==> src/rtl/wb_core_arbiter.sv <==
// Round-robin Wishbone B3 arbiter merging NUM_MASTERS flattened masters onto one master port.
// Optional stall watchdog: define WB_ARB_TIMEOUT_EN to force an err after TIMEOUT_CYCLES stalls.
module wb_core_arbiter #(
    parameter int NUM_MASTERS    = 2,
    parameter int AW             = 32,
    parameter int DW             = 32,
    parameter int TIMEOUT_CYCLES = 255
) (
    input  logic                      wb_clk_i,
    input  logic                      wb_rst_i,
    input  logic [AW*NUM_MASTERS-1:0] wbm_adr_i,
    input  logic [DW*NUM_MASTERS-1:0] wbm_dat_i,
    input  logic [4*NUM_MASTERS-1:0]  wbm_sel_i,
    input  logic [NUM_MASTERS-1:0]    wbm_we_i,
    input  logic [NUM_MASTERS-1:0]    wbm_cyc_i,
    input  logic [NUM_MASTERS-1:0]    wbm_stb_i,
    input  logic [3*NUM_MASTERS-1:0]  wbm_cti_i,
    input  logic [2*NUM_MASTERS-1:0]  wbm_bte_i,
    output logic [DW*NUM_MASTERS-1:0] wbm_dat_o,
    output logic [NUM_MASTERS-1:0]    wbm_ack_o,
    output logic [NUM_MASTERS-1:0]    wbm_err_o,
    output logic [NUM_MASTERS-1:0]    wbm_rty_o,
    output logic [AW-1:0]             wbs_adr_o,
    output logic [DW-1:0]             wbs_dat_o,
    output logic [3:0]                wbs_sel_o,
    output logic                      wbs_we_o,
    output logic                      wbs_cyc_o,
    output logic                      wbs_stb_o,
    output logic [2:0]                wbs_cti_o,
    output logic [1:0]                wbs_bte_o,
    input  logic [DW-1:0]             wbs_dat_i,
    input  logic                      wbs_ack_i,
    input  logic                      wbs_err_i,
    input  logic                      wbs_rty_i,
    output logic [NUM_MASTERS-1:0]    grant_o
);
    localparam int OW = (NUM_MASTERS > 1) ? $clog2(NUM_MASTERS) : 1;

    if (NUM_MASTERS < 1 || NUM_MASTERS > 8 || TIMEOUT_CYCLES < 1) begin : g_bad_params
        $error("wb_core_arbiter: NUM_MASTERS must be 1..8 and TIMEOUT_CYCLES >= 1");
    end

    typedef enum logic {IDLE, BUSY} state_e;

    state_e                 state_q, state_d;
    logic [OW-1:0]          owner_q, owner_d;
    logic [OW-1:0]          last_q, last_d;
    logic [OW-1:0]          pick;
    logic [OW:0]            start, sel;
    logic [2*NUM_MASTERS-1:0] dbl;
    logic                   any_req;
    logic                   busy, own_cyc, own_stb, to_hit;

    assign busy    = (state_q == BUSY);
    assign own_cyc = wbm_cyc_i[owner_q];
    assign own_stb = wbm_stb_i[owner_q];

    // Rotate requests so bit 0 is the master right after the last owner; lowest set bit wins.
    always_comb begin
        start = {1'b0, last_q} + (OW+1)'(1);
        if (start >= (OW+1)'(NUM_MASTERS))
            start = '0;
        dbl     = {wbm_cyc_i, wbm_cyc_i} >> start;
        any_req = 1'b0;
        sel     = start;
        for (int i = NUM_MASTERS - 1; i >= 0; i--) begin
            if (dbl[i]) begin
                any_req = 1'b1;
                sel     = start + (OW+1)'(i);
            end
        end
        if (sel >= (OW+1)'(NUM_MASTERS))
            sel = sel - (OW+1)'(NUM_MASTERS);
        pick = sel[OW-1:0];
    end

    always_comb begin
        state_d = state_q;
        owner_d = owner_q;
        last_d  = last_q;
        case (state_q)
            IDLE: begin
                if (any_req) begin
                    state_d = BUSY;
                    owner_d = pick;
                end
            end
            BUSY: begin
                if (!own_cyc) begin
                    state_d = IDLE;
                    last_d  = owner_q;
                end
            end
            default: state_d = IDLE;
        endcase
    end

    always_ff @(posedge wb_clk_i) begin
        if (wb_rst_i) begin
            state_q <= IDLE;
            owner_q <= '0;
            last_q  <= OW'(NUM_MASTERS - 1);
        end else begin
            state_q <= state_d;
            owner_q <= owner_d;
            last_q  <= last_d;
        end
    end

`ifdef WB_ARB_TIMEOUT_EN
    localparam int CW = $clog2(TIMEOUT_CYCLES + 1);

    logic [CW-1:0] cnt_q, cnt_d;
    logic          resp, stall;

    assign resp  = wbs_ack_i | wbs_err_i | wbs_rty_i;
    assign stall = busy & own_cyc & own_stb & ~resp;

    // Holding the counter at zero while idle gives the clear-on-grant behaviour.
    always_comb begin
        to_hit = stall && (cnt_q == CW'(TIMEOUT_CYCLES - 1));
        cnt_d  = cnt_q;
        if (!busy || resp || to_hit)
            cnt_d = '0;
        else if (stall)
            cnt_d = cnt_q + CW'(1);
    end

    always_ff @(posedge wb_clk_i) begin
        if (wb_rst_i)
            cnt_q <= '0;
        else
            cnt_q <= cnt_d;
    end
`else
    assign to_hit = 1'b0;
`endif

    assign wbm_dat_o = {NUM_MASTERS{wbs_dat_i}};

    always_comb begin
        wbs_adr_o = wbm_adr_i[owner_q*AW +: AW];
        wbs_dat_o = wbm_dat_i[owner_q*DW +: DW];
        wbs_sel_o = wbm_sel_i[owner_q*4 +: 4];
        wbs_cti_o = wbm_cti_i[owner_q*3 +: 3];
        wbs_bte_o = wbm_bte_i[owner_q*2 +: 2];
        wbs_we_o  = wbm_we_i[owner_q];
        wbs_cyc_o = busy & own_cyc;
        wbs_stb_o = busy & own_cyc & own_stb;
        grant_o   = '0;
        wbm_ack_o = '0;
        wbm_err_o = '0;
        wbm_rty_o = '0;
        if (busy) begin
            grant_o[owner_q]   = 1'b1;
            wbm_ack_o[owner_q] = wbs_ack_i & ~to_hit;
            wbm_err_o[owner_q] = wbs_err_i | to_hit;
            wbm_rty_o[owner_q] = wbs_rty_i;
        end
    end

endmodule

==> config.mk <==
export PLATFORM = sky130hd
export DESIGN_NAME = wb_core_arbiter
export DESIGN_NICKNAME = d
export VERILOG_FILES = /design/src/rtl/wb_core_arbiter.sv
export SDC_FILE = /design/constraint.sdc
export NUM_CORES = 1
export LEC_CHECK = 0
export BUFFER_PORTS_ARGS = -buffer_cell sky130_fd_sc_hd__buf_2
export CAP_MARGIN = 30
export CORE_AREA = 10 10 122 124
export DETAILED_ROUTE_END_ITERATION = 12
export DIE_AREA = 0 0 132 134
export PLACE_DENSITY = 0.57
export SYNTH_ARGS = -nofsm -noshare
export SYNTH_HDL_FRONTEND = slang
export SYNTH_SLANG_ARGS = --single-unit
==> constraint.sdc <==
create_clock -name wb_clk_i -period 1.6 [get_ports wb_clk_i]
set_input_delay 0.48 -clock wb_clk_i [delete_from_list [all_inputs] [get_ports wb_clk_i]]
set_output_delay 0.48 -clock wb_clk_i [all_outputs]
set_load 0.005 [all_outputs]
== After elaboration in Yosys (flattened, before gate mapping) ==
Index checks and enable logic that the tools add are counted.
Storage, ports and cells
  word-level logic and storage cells: 48
  memories kept: 0
  bits in writable memories: 0
  bits in read-only memories: 0
  input port bits: 189
  bits in latches: 0
  register bits: 3
Cells by class
  add/sub/neg operators: 3
  shift-type cells: 6
  bitwise operators: 7
  multiplexer cells: 21
  magnitude comparators: 4
  div/mod/pow operators: 0
  equal/unequal tests: 0
  reduce and logical (&&, ||, !) cells: 3
  multipliers: 1
Operator list (count)
  64-bit by 7-bit variable part select with 32-bit output: 2
  2-bit 2-to-1 mux: 7
  1-bit 2-to-1 mux: 12
  8-bit by 4-bit variable part select with 4-bit output: 1
  2-bit bitwise AND: 3
  6-bit by 4-bit variable part select with 3-bit output: 1
  2-bit greater-or-equal comparator (second input constant): 2
  2-bit AND reduction: 2
  4-bit by 3-bit variable part select with 2-bit output: 1
  4-bit by 2-bit right shift with 2-bit output: 1
  1-bit by 2-bit multiplier with 3-bit output (second input constant): 1
  1-bit by 1-bit adder with 2-bit output (second input constant): 1
  2-bit by 1-bit adder with 2-bit output (second input constant): 1
  1-bit bitwise AND: 2
  1-bit by 2-bit less-than comparator with 1-bit output (second input constant): 1
  1-bit inverter: 2
  1-bit one-hot mux with 2 select lines: 1
  1-bit demux with 1-bit select: 1
  1-bit greater-or-equal comparator (second input constant): 1
  1-bit logical AND: 1
  1-bit subtractor (second input constant): 1

== Depth between registers and ports, before layout ==
Gate-level depths: netlist (run 1).
  depth in word-level cells: 8
  mapped depth: 4

== Worst setup path before layout (run 1) ==
OpenSTA, ideal clock, no wires.
  path kind: register to output
  start point: register owner_q
  end point: output wbs_adr_o[10]
  path slack: 0.144 ns
  arrival time: 0.976 ns
  stages on the path, launching flop included: 4
  data required time: 1.120 ns
  path through: dfxtp_1 buf_6 buf_6 mux2_2
On the way
  longest elaborated chain between the ends: 1
RTL lines
  from (decl): RTL line 46  | logic [OW-1:0] owner_q, owner_d;
  from (signal assigned): RTL line 105  | owner_q <= owner_d;
  64-bit by 7-bit variable part select with 32-bit output: RTL line 142  | wbs_adr_o = wbm_adr_i[owner_q*AW +: AW];
  to (decl): RTL line 23  | output logic [AW-1:0] wbs_adr_o,
No other way between the ends.

== Worst setup path after layout (run 1) ==
  start point: register owner_q
  end point: output wbs_dat_o[14]
On the way
  longest elaborated chain between the ends: 1
RTL lines
  64-bit by 7-bit variable part select with 32-bit output: RTL line 143  | wbs_dat_o = wbm_dat_i[owner_q*DW +: DW];
  to (decl): RTL line 24  | output logic [DW-1:0] wbs_dat_o,
No other way between the ends.

==> results_dict.tcl, run 1 <==
set metrics [dict create \
    drt_iter0_drc 29 \
    ios 337 \
    slew_headroom_pct 85.0 \
    totalWireLength_mm 10.3 \
    cts.sinks 3 \
    synth-seq-cells 3 \
    stdcell_count 529 \
    vias 2020 \
    synthToLayoutAreaGrowth_pct 91.5 \
    layout_common_cells "203 x buf_2, 38 x mux2_2, 36 x mux2_4, 36 x buf_6, 6 x buf_4" \
    syn_inst 176 \
    cap_violations 0 \
    cts_root_buffer "clkbuf_16" \
    pre_cts_ws_ns -0.0104 \
    dieHeight_um 134 \
    irDropWorstVdd_uv 236 \
    place.gp.congestion 0.806 \
    finalHoldViolations 0 \
    rows 41 \
    hold_end "owner_q" \
    syn-num-nets 365 \
    grt_max_degree 31 \
    setup-violations-final 81 \
    core-area_sq_mm 0.0125 \
    worstPathRequired_ns 1.12 \
    synth_top_area_share_pct 52.2 \
    worstSetupStartpointType "flip-flop" \
    ys_seq_area_share_pct 3.76 \
    worst-path-buf-inv 3 \
    syn-mean-instance-area_sq_um 9.06 \
    antenna_left 0 \
    dp.cells 521 \
    antenna_found_initial 0 \
    track_usage_pct 10.3 \
    dpl.hpwl_mm 8.82 \
    initial_core_util_pct 12.8 \
    die_area_sq_mm 0.0177 \
    period_minus_slack_ns 1.82 \
    max_slew.worst_pin.slew_ns 0.225 \
    reg2reg_depth 4 \
    ys_top_cells_by_area "mux2_2 52%, buf_4 30%, buf_6 4.9%, dfxtp_1 3.8%, and3_1 1.2%" \
    fin_setup_tns_ns -14.01 \
    worstPathCellList "buf_4 -> buf_12 -> mux2_2 -> buf_2" \
    rr_endpoint "busy" \
    clk_latency_ns 0.23 \
    crit_family "flip-flops" \
    firstDrtPassIters 4 \
    fin_ws_ns -0.225 \
    synth_warnings 0 \
    fin_nets 547 \
    max_freq_mhz 548 \
    grt_pass1_wl_mm 14.5 \
    grt-ovfl-total 0 \
    io_buffers 240 \
    power.leakage_nw 1.64 \
    whs_path_depth 2 \
    synthDistinctLibCells 17 \
    final_common_cell "buf_2" \
    power_density_mw_per_mm2 460 \
    rsz0062_at_grt "yes" \
    syn_area_sq_mm 0.00160 \
    reg2reg_slack_ns 0.59 \
    cp.arrival_ns 1.34 \
    numCtsBuffers 3 \
    violations "setup timing" \
    maxSlewViolCount 0 \
    cts_hold_buffers 0 \
    fin_worst_skew_ns 0.000872 \
    crit_path_max_incr_delay_ns 0.39 \
    cp_max_fo 9 \
    clkTransAtPathRegs_ns 0.03 \
    drcViolationCount 0 \
    worst-setup-path-type "reg2out" \
    cts_tree "yes" \
    endpoint_kind "primary output" \
    routedWlPerCell_um 19.4 \
    hold_start "wb_rst_i" \
    ctsLongestPathBuffers 2 \
    yosysTopAreaCell "mux2_2" \
    diodes 0 \
    via_per_inst 3.82 \
    hold_path.class "in2reg" \
    drive_gt1_share_pct 93.3 \
    r2r-start "owner_q" \
    die_w_um 132 \
    cts-htree-levels 1 \
    cp_slowest_cell "dfxtp_4" \
    holdWs_ns 0.446 \
    status "complete, but fails checks" \
    fin_crit_sh_pct 114 \
    grt_pass1_vias 2364 \
]
## synthesized netlist by cell type
cell type and number:
and2_1 2, a21oi_1 3, dfxtp_1 3, o211ai_1 1, o21ai_0 2, a32oi_1 1, buf_4 64, mux2_2 74
inv_1 3, nor2_1 5, buf_2 2, and3_1 3, nor2b_1 1, nand3_1 1, buf_6 7, nand2_1 3
a211oi_1 1
## how the worst max path moves through the flow
stage,cells past startpoint,startpoint,endpoint
finish,4,owner_q,wbs_dat_o[14]
global route,5,owner_q,wbs_stb_o
CTS,3,owner_q,wbs_dat_o[9]
detailed placement,5,wbm_cyc_i[0],wbs_stb_o
global placement,5,wbm_cyc_i[0],wbs_stb_o
floorplan,3,owner_q,wbs_adr_o[10]
## power by group
group / internal, W / total (W) / switching (W)
Sequential: 0.0000807 / 0.0000876 / 0.00000684
Clock: 0.000330 / 0.000407 / 0.0000773
Combinational: 0.000585 / 0.000911 / 0.000326
Total: 0.000995 / 0.00141 / 0.000410
## registers in the layout (all words and copies together), names as in the netlist
signal	flops
busy	1
last_q	1
owner_q	1
## through the flow
| step | utilization (%) | instance area [sq um] | power [W] |
|---|---|---|---|
| floorplan | - | 1600 | 0.000517 |
| global placement | 20.4 | 2540 | 0.000814 |
| detailed placement | 20.4 | 2540 | 0.000815 |
| CTS | 23.3 | 2910 | 0.00136 |
| global route | 24.5 | 3050 | 0.00149 |
| finish | 24.5 | 3050 | 0.00141 |
## repair_timing
action | in CTS | in global routing
gates cloned | 0 | 1
resized for setup | 59 | 21
setup buffers | 0 | 3
pin swaps | 0 | 3
endpoints found under the setup margin | 80 | 81
## kinds of logic (layout without fill, tap and decap cells)
kind of cell	Yosys count	in the layout	synth area share [%]
AOI/OAI and AO/OA	8	8	3.06
DFF	3	3	3.76
muxes	74	74	52.2
and+or+nand+nor	15	15	4.55
buffers and inverters	76	257	36.4
## metal layers
| metal | vias to the layer above | wire, um | part of all wire (%) | global-route usage [%] |
|---|---|---|---|---|
| met5 | - | 0 | 0 | 0 |
| met4 | 0 | 385 | 3.7 | 4.94 |
| met3 | 49 | 1120 | 11 | 3.92 |
| met2 | 147 | 5120 | 50 | 18.6 |
| met1 | 920 | 3650 | 35 | 10.2 |
| li1 | 904 | - | - | - |
## cell type report
| cell class | count | area (sq um) |
|---|---|---|
| Multi-Input combinational cell | 97 | 1110 |
| Tap cell | 172 | 215 |
| Inverter | 3 | 11.3 |
| Sequential cell | 3 | 63.8 |
| Timing Repair Buffer | 250 | 1570 |
| Clock buffer | 4 | 78.8 |
| Fill cell | 1382 | 9410 |
(Power assumes the default switching activity.)
==> inputs of run 2 (changes only) <==
--- a/config.mk
+++ b/config.mk
@@ -10,7 +10,7 @@
 export CORE_AREA = 10 10 122 124
 export DETAILED_ROUTE_END_ITERATION = 12
 export DIE_AREA = 0 0 132 134
-export PLACE_DENSITY = 0.57
+export PLACE_DENSITY = 0.49
 export SYNTH_ARGS = -nofsm -noshare
 export SYNTH_HDL_FRONTEND = slang
 export SYNTH_SLANG_ARGS = --single-unit
==> run 2 against run 1 <==
  * The run still ends with setup timing left
  * First-iteration DRC count decreased by 62%
  * Non-clock buffer count did not move
  * Flip-flop and latch count unchanged
  * Sequential power decreased by 1%
  * Clock skew is essentially flat
  * Total power down 11%
  * Sequential share of layout area increased by 0.21 points
  * Clock-buffer cell count unchanged
  * Hold slack improved by 0.013 ns
  * Via count fell by 3.3%
  * Clock power down 2%
  * Critical endpoint is now wbs_sel_o[2]
==> results_dict.tcl, run 2 (synthesis gave the netlist of run 1 again) <==
set metrics [dict create \
    dpl.hpwl_mm 8.14 \
    p_sw_w 0.000365 \
    use_met1_pct 9.02 \
    antenna_found_initial 1 \
    cts_hold_buffers 0 \
    clkPwrFrac_pct 31.8 \
    irDropWorstVdd_uv 244 \
    die_w_um 132 \
    startpoint "owner_q" \
    rsz0062_at_grt "yes" \
    multiInputGateArea_sq_mm 0.00101 \
    fin_crit_sh_pct 114 \
    crit_path_max_incr_delay_ns 0.37 \
    cp.depth 4 \
    combPwrFrac_pct 61.4 \
    synthToLayoutAreaGrowth_pct 73.9 \
    stdcell_count 529 \
    grt_use_met3_pct 4.26 \
    dieHeight_um 134 \
    initial_core_util_pct 12.8 \
    fin_setup_tns_ns -13.36 \
    totalWireLength_mm 9.18 \
    diodes 0 \
    r2r-start "owner_q" \
    p_sw_share_pct 29.0 \
    reg2reg_slack_ns 0.31 \
    dp.cells 523 \
    firstDrtPassIters 4 \
    ctsLongestPathBuffers 2 \
    worstPathRequired_ns 1.12 \
    status "complete, but fails checks" \
    cts.sinks 3 \
    violations "setup timing" \
    ios 337 \
    numCtsBuffers 3 \
    seq_area_sq_um 63.8 \
    layout_common_cells "229 x buf_2, 63 x mux2_2, 11 x mux2_4, 11 x buf_6, 6 x buf_4" \
    crit_family "buffers and inverters" \
    place.gp.congestion 0.814 \
    period_minus_slack_ns 1.82 \
    grt-busiest-layer "met2" \
    worstPathCellList "buf_4 -> buf_8 -> mux2_2 -> buf_2" \
    worst-path-buf-inv 3 \
    grt_pass1_wl_mm 12.8 \
    power.leakage_nw 1.50 \
    setup-violations-final 80 \
    cap_violations 0 \
    cp_slowest_cell "dfxtp_4" \
    grt-ovfl-total 0 \
    io_buffers 240 \
    grt_pass1_vias 2227 \
    cp-endpoint "wbs_sel_o[2]" \
    cts_tree "yes" \
    seq_power_share_pct 6.9 \
    drcViolationCount 0 \
    worstSetupStartpointType "flip-flop" \
    endpoint_kind "primary output" \
    slew_headroom_pct 86.3 \
    clkTransAtPathRegs_ns 0.03 \
    power_density_mw_per_mm2 453 \
    drive_gt1_share_pct 92.7 \
    cp.arrival_ns 1.34 \
    max_freq_mhz 550 \
    cp_max_fo 7 \
    maxSlewViolCount 0 \
    routedWlPerCell_um 17.4 \
    rows 41 \
    num-fill-cells 1385 \
    via_per_inst 3.69 \
    antenna_left 0 \
    drt_iter0_drc 11 \
    reg2reg_depth 6 \
    final_common_cell "buf_2" \
    finalHoldViolations 0 \
    hold_path.class "in2reg" \
    worst-setup-path-type "reg2out" \
    core-area_sq_mm 0.0125 \
    vias 1953 \
    grt_use_met2_pct 16.3 \
    p_int_w 0.000891 \
    die_area_sq_mm 0.0177 \
    cts-htree-levels 1 \
    fin_worst_skew_ns 0.00122 \
    max_slew.worst_pin.slew_ns 0.204 \
    fin_ws_ns -0.219 \
    clk_latency_ns 0.22 \
    track_usage_pct 8.99 \
    grt_max_degree 34 \
    fin_nets 547 \
    cts_root_buffer "clkbuf_16" \
    rr_endpoint "busy" \
]
run 2: timing repair:
action / in CTS / in global routing
buffers inserted: 0 / 1
cloned: 0 / 1
hold endpoints to repair: 0 / 0
resized for setup: 13 / 15
setup endpoints to repair: 80 / 82
run 2: area by class of cell:
| cell class | count | area share (%) |
|---|---|---|
| sequential | 3 | 2.30 |
| inverter | 3 | 0.406 |
| tap | 172 | 7.76 |
| clock buffer | 4 | 2.84 |
| multi-input combinational | 97 | 36.4 |
| timing repair buffer | 250 | 50.3 |
run 2: worst min-delay path by stage:
stage,cells after the start,endpoint,slack (ns),from
3_3_place_gp,2,last_q,0.49,last_q
3_5_place_dp,2,last_q,0.51,last_q
4_1_cts,2,owner_q,0.45,wb_rst_i
6_report,2,owner_q,0.46,wb_rst_i
2_1_floorplan,2,last_q,0.47,last_q
5_1_grt,2,owner_q,0.46,wb_rst_i
run 2: metal layers:
layer | vias up | wire length, um | share of wire [%]
li1 | 907 | - | -
met1 | 866 | 3400 | 37
met2 | 149 | 4610 | 50
met3 | 31 | 968 | 11
met4 | 0 | 209 | 2.3
met5 | - | 0 | 0
run 2: power groups by stage:
stage | Sequential (W) | Combinational [W] | Clock [W]
after floorplan | 0.0000869 | 0.000430 | 0
after global placement | 0.0000876 | 0.000701 | 0
after detailed placement | 0.0000880 | 0.000710 | 0
after CTS | 0.0000871 | 0.000741 | 0.000408
after global routing | 0.0000871 | 0.000837 | 0.000415
final | 0.0000863 | 0.000771 | 0.000399
run 2: per-stage QoR:
step	instance area, sq um	util (%)	hold WS [ns]	setup slack [ns]	power (W)
5_1_grt	2770	22.3	0.456	-0.252	0.00134
6_report	2770	22.3	0.459	-0.219	0.00126
2_1_floorplan	1600	-	0.465	0.144	0.000517
3_3_place_gp	2530	20.3	0.489	0.0266	0.000789
3_5_place_dp	2530	20.3	0.506	0.00799	0.000798
4_1_cts	2670	21.4	0.451	-0.230	0.00124
